## config.mk

```make
export PLATFORM = sky130hd
export DESIGN_NAME = score_ctrl
export DESIGN_NICKNAME = d
export VERILOG_FILES = /design/src/rtl/score_pkg.sv /design/src/rtl/btn_cond.sv /design/src/rtl/score_ctrl.sv
export SDC_FILE = /design/constraint.sdc
export NUM_CORES = 1
export LEC_CHECK = 0
export CAP_MARGIN = 5
export CORE_MARGIN = 4
export CORE_UTILIZATION = 35
export CTS_CLUSTER_DIAMETER = 150
export CTS_CLUSTER_SIZE = 24
export DETAILED_ROUTE_END_ITERATION = 12
export GPL_ROUTABILITY_DRIVEN = 0
export PLACE_DENSITY = 0.61
export SETUP_SLACK_MARGIN = 0.3
export SLEW_MARGIN = 20
export SYNTH_ARGS = -nofsm -noshare
export SYNTH_HDL_FRONTEND = slang
export SYNTH_SLANG_ARGS = --single-unit
export TNS_END_PERCENT = 1
```

## constraint.sdc

```tcl
create_clock -name clk_i -period 3.05 [get_ports clk_i]
set_input_delay 0.4575 -clock clk_i [delete_from_list [all_inputs] [get_ports clk_i]]
set_output_delay 0.4575 -clock clk_i [all_outputs]
set_load 0.02 [all_outputs]
```

## src/rtl/score_pkg.sv

```systemverilog
`default_nettype none
// score_pkg (rev 1.0): FSM states, request indices and counter-width helper
// shared by score_ctrl and btn_cond.
package score_pkg;

  typedef enum logic [1:0] {
    RUN      = 2'd0,
    CLR_ARM  = 2'd1,
    CLR_LOCK = 2'd2
  } state_t;

  localparam int REQ_HOME_UP  = 0;
  localparam int REQ_HOME_DN  = 1;
  localparam int REQ_GUEST_UP = 2;
  localparam int REQ_GUEST_DN = 3;
  localparam int NUM_REQ      = 4;

  // Bits needed to hold the values 0..n.
  function automatic int cnt_w(input int n);
    return $clog2(n + 1);
  endfunction

endpackage
`default_nettype wire

```

## src/rtl/btn_cond.sv

```systemverilog
`default_nettype none
// btn_cond (rev 1.0): 2-flop synchroniser, debounce filter and rising-edge
// pulse for one raw push button.
module btn_cond
  import score_pkg::*;
#(
  parameter int DEBOUNCE_CYCLES = 16
) (
  input  logic clk,
  input  logic rst_n,
  input  logic raw,
  output logic level,
  output logic rise
);

  localparam int CW = cnt_w(DEBOUNCE_CYCLES);

  logic          sync1;
  logic          sync2;
  logic          level_d;
  logic [CW-1:0] cnt;

  always_ff @(posedge clk or negedge rst_n) begin
    if (!rst_n) begin
      sync1   <= 1'b0;
      sync2   <= 1'b0;
      level   <= 1'b0;
      level_d <= 1'b0;
      cnt     <= '0;
    end else begin
      sync1   <= raw;
      sync2   <= sync1;
      level_d <= level;
      // Any sample agreeing with the current level restarts the filter.
      if (sync2 == level) begin
        cnt <= '0;
      end else if (cnt == CW'(DEBOUNCE_CYCLES - 1)) begin
        level <= sync2;
        cnt   <= '0;
      end else begin
        cnt <= cnt + 1'b1;
      end
    end
  end

  assign rise = level & ~level_d;

endmodule
`default_nettype wire

```

## src/rtl/score_ctrl.sv

```systemverilog
`default_nettype none
// score_ctrl (rev 1.0): debounced button scoreboard with round-robin access
// to a shared saturating +1/-1 unit and a long-press clear.
module score_ctrl
  import score_pkg::*;
#(
  parameter int BW              = 7,
  parameter int MAX_SCORE       = 99,
  parameter int DEBOUNCE_CYCLES = 16,
  parameter int CLR_HOLD_CYCLES = 1024
) (
  input  logic          clk_i,
  input  logic          rst_n_i,
  input  logic          home_up_i,
  input  logic          home_down_i,
  input  logic          guest_up_i,
  input  logic          guest_down_i,
  input  logic          clear_i,
  output logic [BW-1:0] home_score_o,
  output logic [BW-1:0] guest_score_o,
  output logic          update_o,
  output logic          sat_o,
  output logic          clr_o
);

  localparam int HW = cnt_w(CLR_HOLD_CYCLES);
  localparam int NB = NUM_REQ + 1;

  logic [NB-1:0] raw;
  logic [NB-1:0] btn_lvl;
  logic [NB-1:0] btn_rise;
  logic          unused_lvl;
  logic          clr_lvl;

  // Clear button sits above the four request buttons.
  assign raw = {clear_i, guest_down_i, guest_up_i, home_down_i, home_up_i};

  generate
    for (genvar i = 0; i < NB; i++) begin : g_btn
      btn_cond #(
        .DEBOUNCE_CYCLES(DEBOUNCE_CYCLES)
      ) u_btn (
        .clk  (clk_i),
        .rst_n(rst_n_i),
        .raw  (raw[i]),
        .level(btn_lvl[i]),
        .rise (btn_rise[i])
      );
    end
  endgenerate

  assign unused_lvl = ^btn_lvl[NUM_REQ-1:0];
  assign clr_lvl    = btn_lvl[NUM_REQ];

  state_t               state;
  logic [NUM_REQ-1:0]   pending;
  logic [1:0]           ptr;
  logic [HW-1:0]        hold_cnt;

  logic                 gnt_valid;
  logic [1:0]           gnt_idx;
  logic [1:0]           cand;
  logic [NUM_REQ-1:0]   gnt_mask;

  // Scan downward so the candidate closest to ptr is the one that sticks.
  always_comb begin
    gnt_valid = 1'b0;
    gnt_idx   = ptr;
    cand      = ptr;
    if (state != CLR_LOCK) begin
      for (int i = NUM_REQ - 1; i >= 0; i--) begin
        cand = ptr + 2'(i);
        if (pending[cand]) begin
          gnt_valid = 1'b1;
          gnt_idx   = cand;
        end
      end
    end
  end

  assign gnt_mask = gnt_valid ? (NUM_REQ'(1) << gnt_idx) : '0;

  logic          is_up;
  logic          can_move;
  logic [BW-1:0] cur;
  logic [BW-1:0] nxt;

  assign is_up    = ~gnt_idx[0];
  assign cur      = gnt_idx[1] ? guest_score_o : home_score_o;
  assign can_move = is_up ? (cur < BW'(MAX_SCORE)) : (cur != '0);
  assign nxt      = cur + (is_up ? BW'(1) : {BW{1'b1}});

  always_ff @(posedge clk_i or negedge rst_n_i) begin
    if (!rst_n_i) begin
      state         <= RUN;
      pending       <= '0;
      ptr           <= '0;
      hold_cnt      <= '0;
      home_score_o  <= '0;
      guest_score_o <= '0;
      update_o      <= 1'b0;
      sat_o         <= 1'b0;
      clr_o         <= 1'b0;
    end else begin
      update_o <= 1'b0;
      sat_o    <= 1'b0;
      clr_o    <= 1'b0;

      if (gnt_valid) begin
        ptr <= gnt_idx + 2'd1;
        if (can_move) begin
          update_o <= 1'b1;
          if (gnt_idx[1]) guest_score_o <= nxt;
          else            home_score_o  <= nxt;
        end else begin
          sat_o <= 1'b1;
        end
      end

      if (state != CLR_LOCK) begin
        pending <= (pending | btn_rise[NUM_REQ-1:0]) & ~gnt_mask;
      end

      case (state)
        RUN: begin
          if (btn_rise[NUM_REQ]) begin
            state    <= CLR_ARM;
            hold_cnt <= '0;
          end
        end
        CLR_ARM: begin
          if (!clr_lvl) begin
            state <= RUN;
          end else if (hold_cnt == HW'(CLR_HOLD_CYCLES - 1)) begin
            // The clear wins over any grant taken on the same edge.
            state         <= CLR_LOCK;
            home_score_o  <= '0;
            guest_score_o <= '0;
            pending       <= '0;
            ptr           <= '0;
            update_o      <= 1'b0;
            sat_o         <= 1'b0;
            clr_o         <= 1'b1;
          end else begin
            hold_cnt <= hold_cnt + 1'b1;
          end
        end
        CLR_LOCK: begin
          if (!clr_lvl) state <= RUN;
        end
        default: state <= RUN;
      endcase
    end
  end

endmodule
`default_nettype wire

```

After elaboration in Yosys (flattened, before gate mapping)
Index checks and enable logic that the tools add are counted.

word-level totals
  bits of input ports = 7
  register bits after elaboration = 81
  logic and storage cells = 172
  output and inout bits = 17

cells by class
  order comparisons = 5
  eq/ne operators = 19
  bitwise gates (word level) = 18
  shift-type cells = 1
  reductions and logical operators = 10
  add/sub/neg operators = 11
  multiplexer cells = 74

operators by type and width
  cell                   count
  $mux 7                 14
  $mux 5                 10
  $mux 11                3
  $mux 2                 13
  $add 5x1->5 const B    5
  $eq 5x4->1 const B     5
  $mux 1                 23
  $pmux 11 s2            1
  $mux 4                 5
  $lt 2x3->1 const B     4
  $add 11x1->11 const B  1
  $eq 11x10->1 const B   1
  $not 1->1              10
  $reduce_and 2->1       5
  $bmux 1 s2             4
  $add 7x7->7            1
  $lt 7x7->1 const B     1
  $reduce_bool 7->1      1
  $ne 2x2->1 const B     3
  $pmux 2 s3             1
  $and 1x1->1            5
  $eq 1x1->1             5
  $add 2x1->2 const B    2
  $add 2x2->2 const B    2
  12 further kinds       13

Logic depth before layout (Yosys ltp)
Gate-level depths: netlist of the first run.

  word-level depth = 16
  depth in mapped cells = 14
  mapped depth without buffers = 12

Modules after synthesis
Synthesis of the first run repeated with hierarchy kept, for this count alone.

second synthesis, totals
  cells, all modules = 395
  area, all modules = 4,115.2 um2

modules (own cells, without submodules)
  module      seq. area each (um2)  cells each  area an instance (um2)  instances
  score_ctrl  900.9                 270         2,419.8                 1
  btn_cond    225.2                 25          339.1                   5

Least setup slack after synthesis of the first run
OpenSTA, ideal clock, no wires.

  kind = flip-flop to flip-flop
  start = reg state[0]
  end = reg home_score_o[6]
  stages on the path, launching flop included = 14
  arrival time = 2,962 ps
  library setup time = 79 ps
  required time = 2,971 ps
  period minus slack after synthesis = 3,041 ps
  setup slack = 9 ps
  buffers on the path = 2
  path through = dfrtp_1 > and2b_1 > a21oi_2 > a31oi_1 > buf_4 > buf_4 > mux2_2 > ha_1 > nor3_1 > nand2_1 > mux2i_1 > mux2i_1 > or4_1 > a21oi_1

between the ends
  longest elaborated chain between the ends = 10
  elaborated cells on any way between the ends = 16
  classes of those cells = add/sub: 1; order compare: 1; eq/ne: 2; mux: 11; reduce/logical: 1

ends and longest elaborated chain
  what                                       line                                 RTL
  from (decl)                                score_ctrl.sv:55                     state_t state;
  from (signal assigned)                     score_ctrl.sv:95                     state <= RUN;
  from (signal assigned)                     score_ctrl.sv:127                    state <= CLR_ARM;
  from (signal assigned)                     score_ctrl.sv:133                    state <= RUN;
  $ne 2x2->1                                 score_ctrl.sv:70                     if (state != CLR_LOCK) begin
  $mux 2                                     score_ctrl.sv:70
  $mux 7 (on tied branches)                  score_ctrl.sv:89, score_ctrl.sv:91
  $add 7x7->7, or another cell as far along  score_ctrl.sv:91                     assign nxt = cur + (is_up ? BW'(1) : {BW{1'b1}});
  $mux 7 or $mux 1 (tied branches)           score_ctrl.sv:113, score_ctrl.sv:90
  $mux 7                                     score_ctrl.sv:111                    if (can_move) begin
  $mux 7                                     score_ctrl.sv:109                    if (gnt_valid) begin
  $mux 7                                     score_ctrl.sv:134                    end else if (hold_cnt == HW'(CLR_HOLD_CYCLES - 1)) begin
  $mux 7                                     score_ctrl.sv:132                    if (!clr_lvl) begin
  $mux 7 (*)                                 score_ctrl.sv:124                    case (state)
  to (signal assigned)                       score_ctrl.sv:114                    else home_score_o <= nxt;
  to (decl)                                  score_ctrl.sv:19                     output logic [BW-1:0] home_score_o,

Every way passes the cells marked *; elsewhere a longest branch is shown, timed or not.
A chain may end at the register's enable or synchronous reset.

Final worst setup path of the first run
  start = reg ptr[0]
  end = reg home_score_o[6]

between the ends
  longest elaborated chain between the ends = 16
  elaborated cells on any way between the ends = 33
  classes of those cells = add/sub: 4; order compare: 1; mux: 27; reduce/logical: 1

ends and longest elaborated chain
  what                                       line                                 RTL
  from (decl)                                score_ctrl.sv:57                     logic [1:0] ptr;
  from (signal assigned)                     score_ctrl.sv:110                    ptr <= gnt_idx + 2'd1;
  $add 2x2->2                                score_ctrl.sv:72                     cand = ptr + 2'(i);
  $bmux 1 s2                                 score_ctrl.sv:73                     if (pending[cand]) begin
  $mux 1 (not written as such)               score_ctrl.sv:73
  $mux 2 (4 in a row)                        score_ctrl.sv:73
  $mux 2                                     score_ctrl.sv:70
  $mux 7 (on tied branches)                  score_ctrl.sv:89, score_ctrl.sv:91
  $add 7x7->7, or another cell as far along  score_ctrl.sv:91
  $mux 7 or $mux 1 (tied branches)           score_ctrl.sv:113, score_ctrl.sv:90
  $mux 7                                     score_ctrl.sv:111
  $mux 7 (*)                                 score_ctrl.sv:109
  $mux 7                                     score_ctrl.sv:134
  $mux 7                                     score_ctrl.sv:132
  $mux 7 (*)                                 score_ctrl.sv:124

Every way passes the cells marked *; elsewhere a longest branch is shown, timed or not. The select of a mux whose other input is x is not followed.

==> results of run 1 <==
==> cells in the mapped netlist, types with 2 or more instances <==
| master | count |
|---|---|
| dfrtp_1 | 81 |
| nor2_1 | 38 |
| nand2_1 | 23 |
| xor2_1 | 23 |
| nand3_1 | 17 |
| mux2i_1 | 16 |
| a21oi_1 | 14 |
| inv_1 | 13 |
| nor3_1 | 13 |
| o21ai_0 | 12 |
| ha_1 | 11 |
| and2_1 | 10 |
| and3_1 | 9 |
| mux2_2 | 7 |
| nand4_1 | 6 |
| a211oi_1 | 5 |
| a31oi_1 | 4 |
| nand2b_1 | 4 |
| and4_1 | 3 |
| buf_4 | 3 |
| o21a_1 | 3 |
| xnor2_1 | 3 |
| a211oi_2 | 2 |
| a221oi_1 | 2 |
| buf_6 | 2 |
| clkbuf_1 | 2 |
| nand4b_1 | 2 |
| nor4_1 | 2 |
| o22ai_1 | 2 |
| o31ai_1 | 2 |
| or3_1 | 2 |
| or4_1 | 2 |
==> state kept, by name, indices dropped and copies added, names as in the netlist, 2 cells and up <==
register and flops:
home_score_o 7, ptr 2, g_btn.u_btn.level_d 5, g_btn.u_btn.cnt 25, g_btn.u_btn.sync1 5, g_btn.u_btn.level 5, g_btn.u_btn.sync2 5, guest_score_o 7
state 2, pending 4, hold_cnt 11
==> layout by cell type (no fill, tap or decap), drive strengths merged, types with 9 or more instances in the layout <==
master and instances:
nand2 23, buf 13, and2 10, inv 14, xor2 23, clkdlybuf4s50 22
mux2i 16, nor3 13, nor2 39, dfrtp 81, ha 11, a21oi 15
clkbuf 12, and3 9, nand3 17, o21ai 12
==> cell type report <==
cell class	instances	area, µm²
clock inverters	4	28.78
well taps	140	175.2
flip-flops and latches	81	2031
repair buffers	35	321.6
clock buffers	12	135.1
fillers	1067	6320
inverters	14	52.55
multi-input cells	261	1824
==> report_power, final <==
| group | switching (W) | internal [W] | total, W |
|---|---|---|---|
| registers | 0.000124 | 0.00115 | 0.00127 |
| logic | 0.000492 | 0.000415 | 0.000907 |
| clock network | 0.000366 | 0.000298 | 0.000664 |
==> per-stage QoR <==
stage	std cells	utilization, %
floorplan	365	-
global placement	530	40.16
detailed placement	530	40.16
CTS	546	41.68
global route	547	41.96
finish	547	41.96
==> worst min-delay path by stage <==
stage | slack, ps | endpoint | depth (start not counted) | startpoint
floorplan | 160 | clr_o$_DFF_PN0_ | 0 | rst_n_i
global placement | 330 | g_btn[3].u_btn.sync2$_DFF_PN0_ | 0 | g_btn[3].u_btn.sync1$_DFF_PN0_
detailed placement | 340 | g_btn[1].u_btn.sync2$_DFF_PN0_ | 0 | g_btn[1].u_btn.sync1$_DFF_PN0_
CTS | 320 | g_btn[3].u_btn.cnt[1]$_DFF_PN0_ | 1 | rst_n_i
global route | 190 | g_btn[3].u_btn.cnt[0]$_DFF_PN0_ | 1 | rst_n_i
finish | 130 | g_btn[2].u_btn.sync1$_DFF_PN0_ | 1 | rst_n_i
==> repair_timing <==
action | in CTS | in global routing
cloned | 0 | 0
endpoints found under the setup margin | 1 | 8
pin swaps | 0 | 1
gates resized for setup | 1 | 7
setup buffers | 0 | 1
==> logic make-up after synthesis <==
| family | share of synthesized area [%] |
|---|---|
| XOR/XNOR | 5.839 |
| flip-flops | 51.97 |
| multiplexers | 6.513 |
| AO/OA/AOI/OAI | 11.13 |
| adder cells (fa/ha/maj) | 3.529 |
| buffers and inverters | 2.919 |
| AND/OR/NAND/NOR | 18.09 |
==> layer usage <==
| metal | track usage (%) | share of wire (%) | vias up |
|---|---|---|---|
| li1 | - | - | 1374 |
| met1 | 17.32 | 47 | 1383 |
| met2 | 19.47 | 46 | 85 |
| met3 | 3.554 | 5.4 | 12 |
| met4 | 4.407 | 1.3 | 0 |
| met5 | 0 | 0 | - |
==> PnR_summary.wiki, run 1 <==
{| class="wikitable"
! Metric !! Value
|-
| Run status || completed
|-
| Overall routed net length || 7.792 mm
|-
| Cells after Synth || 365
|-
| RSZ-0062 raised after global routing || yes
|-
| Static leakage power || 2.071 nW
|-
| Register-to-register setup slack || about 310 ps
|-
| Max Clk Rate || 0.3646 GHz
|-
| Number of flops mapped to enable cells by yosys || 0
|-
| Startpoint types || flip-flop
|-
| Root Buffer Master || clkbuf_8
|-
| Number of antenna violations at the first check in global routing || 0
|-
| Number of I/O pins || 24
|-
| WP data arrival || 3020 ps
|-
| Number of violations of the max-capacitance limit || 0
|-
| Max-slew headroom at the worst pin || 45.29%
|-
| Global-route wire length before repair || about 13 mm
|-
| Proportion of synthesized chip area in sequential cells || about half
|-
| Post-route DRC || 0
|-
| Area enclosed by the die boundary || 12900 µm²
|-
| Smallest setup slack after layout || 307.3 ps
|-
| Vertical die dimension || 113.6 µm
|-
| Critical Path Fanout Max || 7
|-
| Transition at the pin with the smallest max-transition slack || 814.3 ps
|-
| Worst VDD drop || 0.2742 mV
|-
| Vias || 2854
|-
| Most numerous cell on the critical path || mux2i_1
|-
| Post-CTS clock slew at the launch and capture registers of the worst setup and hold paths || 80 ps
|-
| Kind of cell adding the most delay to the critical path || multiplexers
|-
| Slowest stage delay, CP || 460 ps
|-
| Count of hold buffers inserted by post-cts repair || 0
|-
| Proportion of register bits with asynchronous set or reset after synthesis || 100.0%
|-
| Worst-skew pair later-pin latency || approximately 340 ps
|-
| Detailed Place HPWL || about 5.4 mm
|-
| Maximum buffer depth of the clock tree || 2
|-
| Worst hold-check slack || 133.6 ps
|-
| YS warnings || 0
|-
| Number of clock sinks seen by CTS || 81
|-
| H-tree depth || 3
|-
| Endpoint required time on the critical path || 3320 ps
|-
| Final-layout setup total negative slack || 0 ps
|-
| Area share of the largest cell type after synthesis || 51.97%
|-
| Highest-delay cell along the critical path || dfrtp_2
|-
| Post-synthesis instance area || between 3000 and 4000 µm²
|-
| Time the worst path needs with I/O delays and setup || 2743 ps
|-
| Top post-synthesis cells by area || dfrtp_1 52%, xor2_1 5.2%, mux2i_1 4.1%
|-
| Final hold viol count || 0
|-
| Count of input and output buffers || 23
|-
| Fraction of layout instances using a drive strength above 1 || 13.27%
|-
| Max-slew violation count || 0
|-
| Gr ovfl total || 0
|-
| Cell-by-cell listing of the critical path || mux2_4 -> a21oi_4 -> a31oi_4 -> mux2i_2 -> xnor2_1 -> ha_4 -> nor3_2 -> nand2_1 -> mux2i_1 -> mux2i_1 -> or4_1 -> a21oi_1
|-
| Post-Layout Inst Area || 4568 µm²
|-
| Primary flip-flop cell chosen by synthesis mapping || dfrtp_1
|-
| Capturing point of the worst reg2reg path || home_score_o[6]$_DFF_PN0_
|-
| Cell area power density || 621.9 nW/µm²
|-
| Dpl ws || 279.0 ps
|-
| Leading area contributor after synthesis || dfrtp_1
|-
| Post-Syn Area per Cell || 10.68 µm²
|-
| Iteration-0 DRC Markers || between 150 and 200
|-
| Number of CTS-inserted buffers || 9
|-
| Routed via count divided by cell count || 5.218
|-
| Drt pass-1 iters || 4
|-
| Clock tree from TritonCTS || built
|-
| Source of the worst register-to-register timing path || ptr[0]$_DFF_PN0_
|-
| CP bufs+invs || 0
|-
| Layout overhead on the synthesized area || 17.13%
|-
| Type of the worst setup path || reg2reg
|-
| Count of inserted antenna diode cells || 0
|-
| Share of the cycle needed by the critical path after routing || 89.92%
|-
| Avg WL per Cell || 14.24 µm
|-
| Synth unique cells || 59
|-
| Global Route Usage Sum || 12.70%
|-
| Die Span X || 113.6 µm
|-
| Final-report setup violation count || 0
|-
| Antenna viol nets, final || 0
|-
| Largest net degree at the start of global routing || 82
|-
| Net Count, Synth || roughly 380
|-
| Worst reg2reg path depth || 12
|-
| Worst hold-check path type || in2async
|-
| Post-layout net count || 420
|-
| Maximum clock skew at final layout || 8.533 ps
|-
| Power after layout || 0.002841 W
|-
| Setup crit end kind || flip-flop
|-
| Floorplan row count || 38
|-
| Endpoint of the worst setup timing path || home_score_o[6]$_DFF_PN0_
|-
| CP Depth || 12
|-
| Flops & latches, synth || 81
|-
| Via count of the first global-routing pass || 2753
|-
| Core area || 10890 µm²
|-
| Initial Util || 35.82%
|-
| Cell area reported after detailed placement || 4373 µm²
|-
| CP Launch Point || ptr[0]$_DFF_PN0_
|}
(Power assumes the default switching activity.)
==> run 2, diff against run 1 <==
- PLACE_DENSITY: 0.61 -> 0.59
- SKIP_CTS_REPAIR_TIMING: unset -> 1
- clock period: 3.05 -> 3.4 ns (I/O delays scaled with it)
==> PnR_summary.wiki, run 2 (same netlist as run 1, synthesis figures left out) <==
{| class="wikitable"
! Metric !! Value
|-
| Power share of the combinational group || 29.2% (-2.7 points)
|-
| Net switching power figure || 0.0009017 W (-8.1%)
|-
| Gr ovfl total || 0 (unchanged)
|-
| Fraction of layout instances using a drive strength above 1 || 11.78% (-1.5 points)
|-
| Avg WL per Cell || 14.09 µm (-1.1%)
|-
| Sequential share of power || 43.6% (-1.1 points)
|-
| Power after layout || 0.002618 W (-7.8%)
|-
| Post-layout utilization of the core || 41.46% (-0.49 points)
|-
| Cell area power density || 579.9 nW/µm² (-6.7%)
|-
| Number of I/O pins || 24 (unchanged)
|-
| Most frequent cells in the layout || 79 x dfrtp_1, 38 x nor2_1, 23 x xor2_1, 23 x nand2_1, 22 x clkdlybuf4s50_1
|-
| Post-CTS clock slew at the launch and capture registers of the worst setup and hold paths || 80 ps (about the same)
|-
| Smallest setup slack after layout || 542.0 ps (+234.7 ps)
|-
| Worst VDD drop || 0.2529 mV (-7.8%)
|-
| Highest-delay cell along the critical path || dfrtp_2
|-
| Time the worst path needs with I/O delays and setup || 2858 ps (+115.3 ps)
|-
| Routed via count divided by cell count || 5.139 (-1.5%)
|-
| Transition at the pin with the smallest max-transition slack || 873.7 ps (+59.41 ps)
|-
| Root Buffer Master || clkbuf_8
|-
| Vias || 2770 (-2.9%)
|-
| Core area || 10890 µm² (unchanged)
|-
| Static leakage power || 2.045 nW (-1.3%)
|-
| Initial Util || 35.82% (unchanged)
|-
| Sw Ratio || 34.44% (-0.11 points)
|-
| Max FFs per register || 25 (unchanged)
|-
| Final hold viol count || 0 (unchanged)
|-
| Most frequent standard cell in the layout excluding fill and tap cells || dfrtp_1
|-
| Drt pass-1 iters || 4 (unchanged)
|-
| Largest net degree at the start of global routing || 82 (unchanged)
|-
| Worst-skew pair later-pin latency || 360 ps (+20 ps)
|-
| Count of input and output buffers || 23 (unchanged)
|-
| Post-layout net count || 412 (-1.9%)
|-
| Run status || completed
|-
| Iteration-0 DRC Markers || 153 (-21%)
|-
| Part of the total power dissipated in the clock network || 27.1% (+3.7 points)
|-
| Antenna viol nets, final || 0 (unchanged)
|-
| Most numerous cell on the critical path || mux2i_1
|-
| Die Span X || 113.6 µm (unchanged)
|-
| Critical Path Fanout Max || 7 (unchanged)
|-
| Slowest stage delay, CP || 470 ps (about the same)
|-
| Endpoint required time on the critical path || 3670 ps (+350 ps)
|-
| Maximum buffer depth of the clock tree || 2 (unchanged)
|-
| Max-slew headroom at the worst pin || 41.30% (-4.0 points)
|-
| Post-route DRC || 0 (unchanged)
|-
| Vertical die dimension || 113.6 µm (unchanged)
|-
| Final-layout setup total negative slack || 0 ps (unchanged)
|-
| Via count of the first global-routing pass || 2677 (-2.8%)
|-
| Number of clock sinks seen by CTS || 81 (unchanged)
|-
| Count of inserted antenna diode cells || 0 (unchanged)
|-
| Type of the worst setup path || reg2reg
|-
| Share of the cycle needed by the critical path after routing || 84.06% (-5.9 points)
|-
| Maximum clock skew at final layout || 11.37 ps (+2.835 ps)
|-
| Top Registers || g_btn.u_btn.cnt: 25 flops, hold_cnt: 11 flops
|-
| Global Route Usage Sum || 12.42% (-0.27 points)
|-
| Number of CTS-inserted buffers || 9 (unchanged)
|-
| Worst hold-check path type || in2async
|-
| Startpoint types || flip-flop
|-
| Cell-by-cell listing of the critical path || mux2_4 -> a21oi_2 -> a31oi_4 -> mux2i_2 -> xnor2_1 -> ha_1 -> nor3_1 -> nand2_1 -> mux2i_1 -> mux2i_1 -> or4_1 -> a21oi_1
|-
| Detailed Place HPWL || 5.212 mm (-3.5%)
|-
| Clock tree from TritonCTS || built
|-
| Register name with the most flops || g_btn.u_btn.cnt
|-
| Floorplan row count || 38 (unchanged)
|-
| Global-route wire length before repair || 12.97 mm (-3.0%)
|-
| Final-report setup violation count || 0 (unchanged)
|-
| Layout overhead on the synthesized area || 15.75%
|-
| Dpl ws || 454.2 ps (+175.2 ps)
|-
| CP bufs+invs || 0 (unchanged)
|-
| Overall routed net length || 7.595 mm (-2.5%)
|-
| Design internal power || 0.001716 W (-7.7%)
|-
| RSZ-0062 raised after global routing || no
|-
| WP data arrival || 3130 ps (+110 ps)
|-
| Number of antenna violations at the first check in global routing || 0 (unchanged)
|-
| Max-slew violation count || 0 (unchanged)
|-
| Number of violations of the max-capacitance limit || 0 (unchanged)
|-
| H-tree depth || 3 (unchanged)
|-
| Max Clk Rate || 0.3499 GHz (-4.0%)
|-
| Setup crit end kind || flip-flop
|-
| Area enclosed by the die boundary || 12900 µm² (unchanged)
|-
| Kind of cell adding the most delay to the critical path || multiplexers
|}
-- run 2: area by class of cell --
cell class,instances,area [µm²]
fill,1038,6374
sequential,81,2029
multi-input combinational,261,1793
timing repair buffer,27,261.5
tap,140,175.2
clock buffer,9,123.9
clock inverter,7,78.83
inverter,14,52.55
-- run 2: power by group through the flow --
| stage | Sequential [W] | Clock [W] | Combinational, W |
|---|---|---|---|
| 2_1_floorplan | 0.00116 | 0 | 0.000531 |
| 3_3_place_gp | 0.00115 | 0 | 0.000745 |
| 3_5_place_dp | 0.00116 | 0 | 0.000751 |
| 4_1_cts | 0.00114 | 0.000735 | 0.000754 |
| 5_1_grt | 0.00115 | 0.000781 | 0.000845 |
| 6_report | 0.00114 | 0.000711 | 0.000766 |
-- run 2: per-stage QoR --
step / std cells / hold slack, ps / area [µm²]
after global routing: 539 / 239.4 / 4514
final: 539 / 179.8 / 4514
after CTS: 539 / 350.5 / 4481
after global placement: 523 / 334.4 / 4278
after detailed placement: 523 / 335.5 / 4278
after floorplan: 365 / 214.4 / 3900
-- run 2: metal layers --
layer	global-route usage, %	share of wire, %	up-vias
met3	2.653	4.3	10
met2	19.04	47	54
met1	17.06	48	1352
met4	5.288	1.3	0
li1	-	-	1354
met5	0	0	-
-- run 2: path summary, 6_finish.rpt --
path	start	to	slack, ps	depth (start not counted)
setup reg to reg	ptr[0]$_DFF_PN0_	home_score_o[6]$_DFF_PN0_	540	12
min in group clk_i	g_btn[4].u_btn.sync1$_DFF_PN0_	g_btn[4].u_btn.sync2$_DFF_PN0_	350	0
hold / removal	rst_n_i	g_btn[2].u_btn.sync1$_DFF_PN0_	180	1
hold reg to reg	g_btn[4].u_btn.sync1$_DFF_PN0_	g_btn[4].u_btn.sync2$_DFF_PN0_	350	0
max in group asynchronous	rst_n_i	ptr[0]$_DFF_PN0_	2700	1
setup / recovery	ptr[0]$_DFF_PN0_	home_score_o[6]$_DFF_PN0_	540	12
-- run 2: worst register-to-register path: stages (launching register included) --
cell and delay (ps):
dfrtp_2 470, mux2_4 320, a21oi_2 220, a31oi_4 140, mux2i_2 190, xnor2_1 150, ha_1 260, nor3_1 150
nand2_1 70, mux2i_1 140, mux2i_1 120, or4_1 410, a21oi_1 150
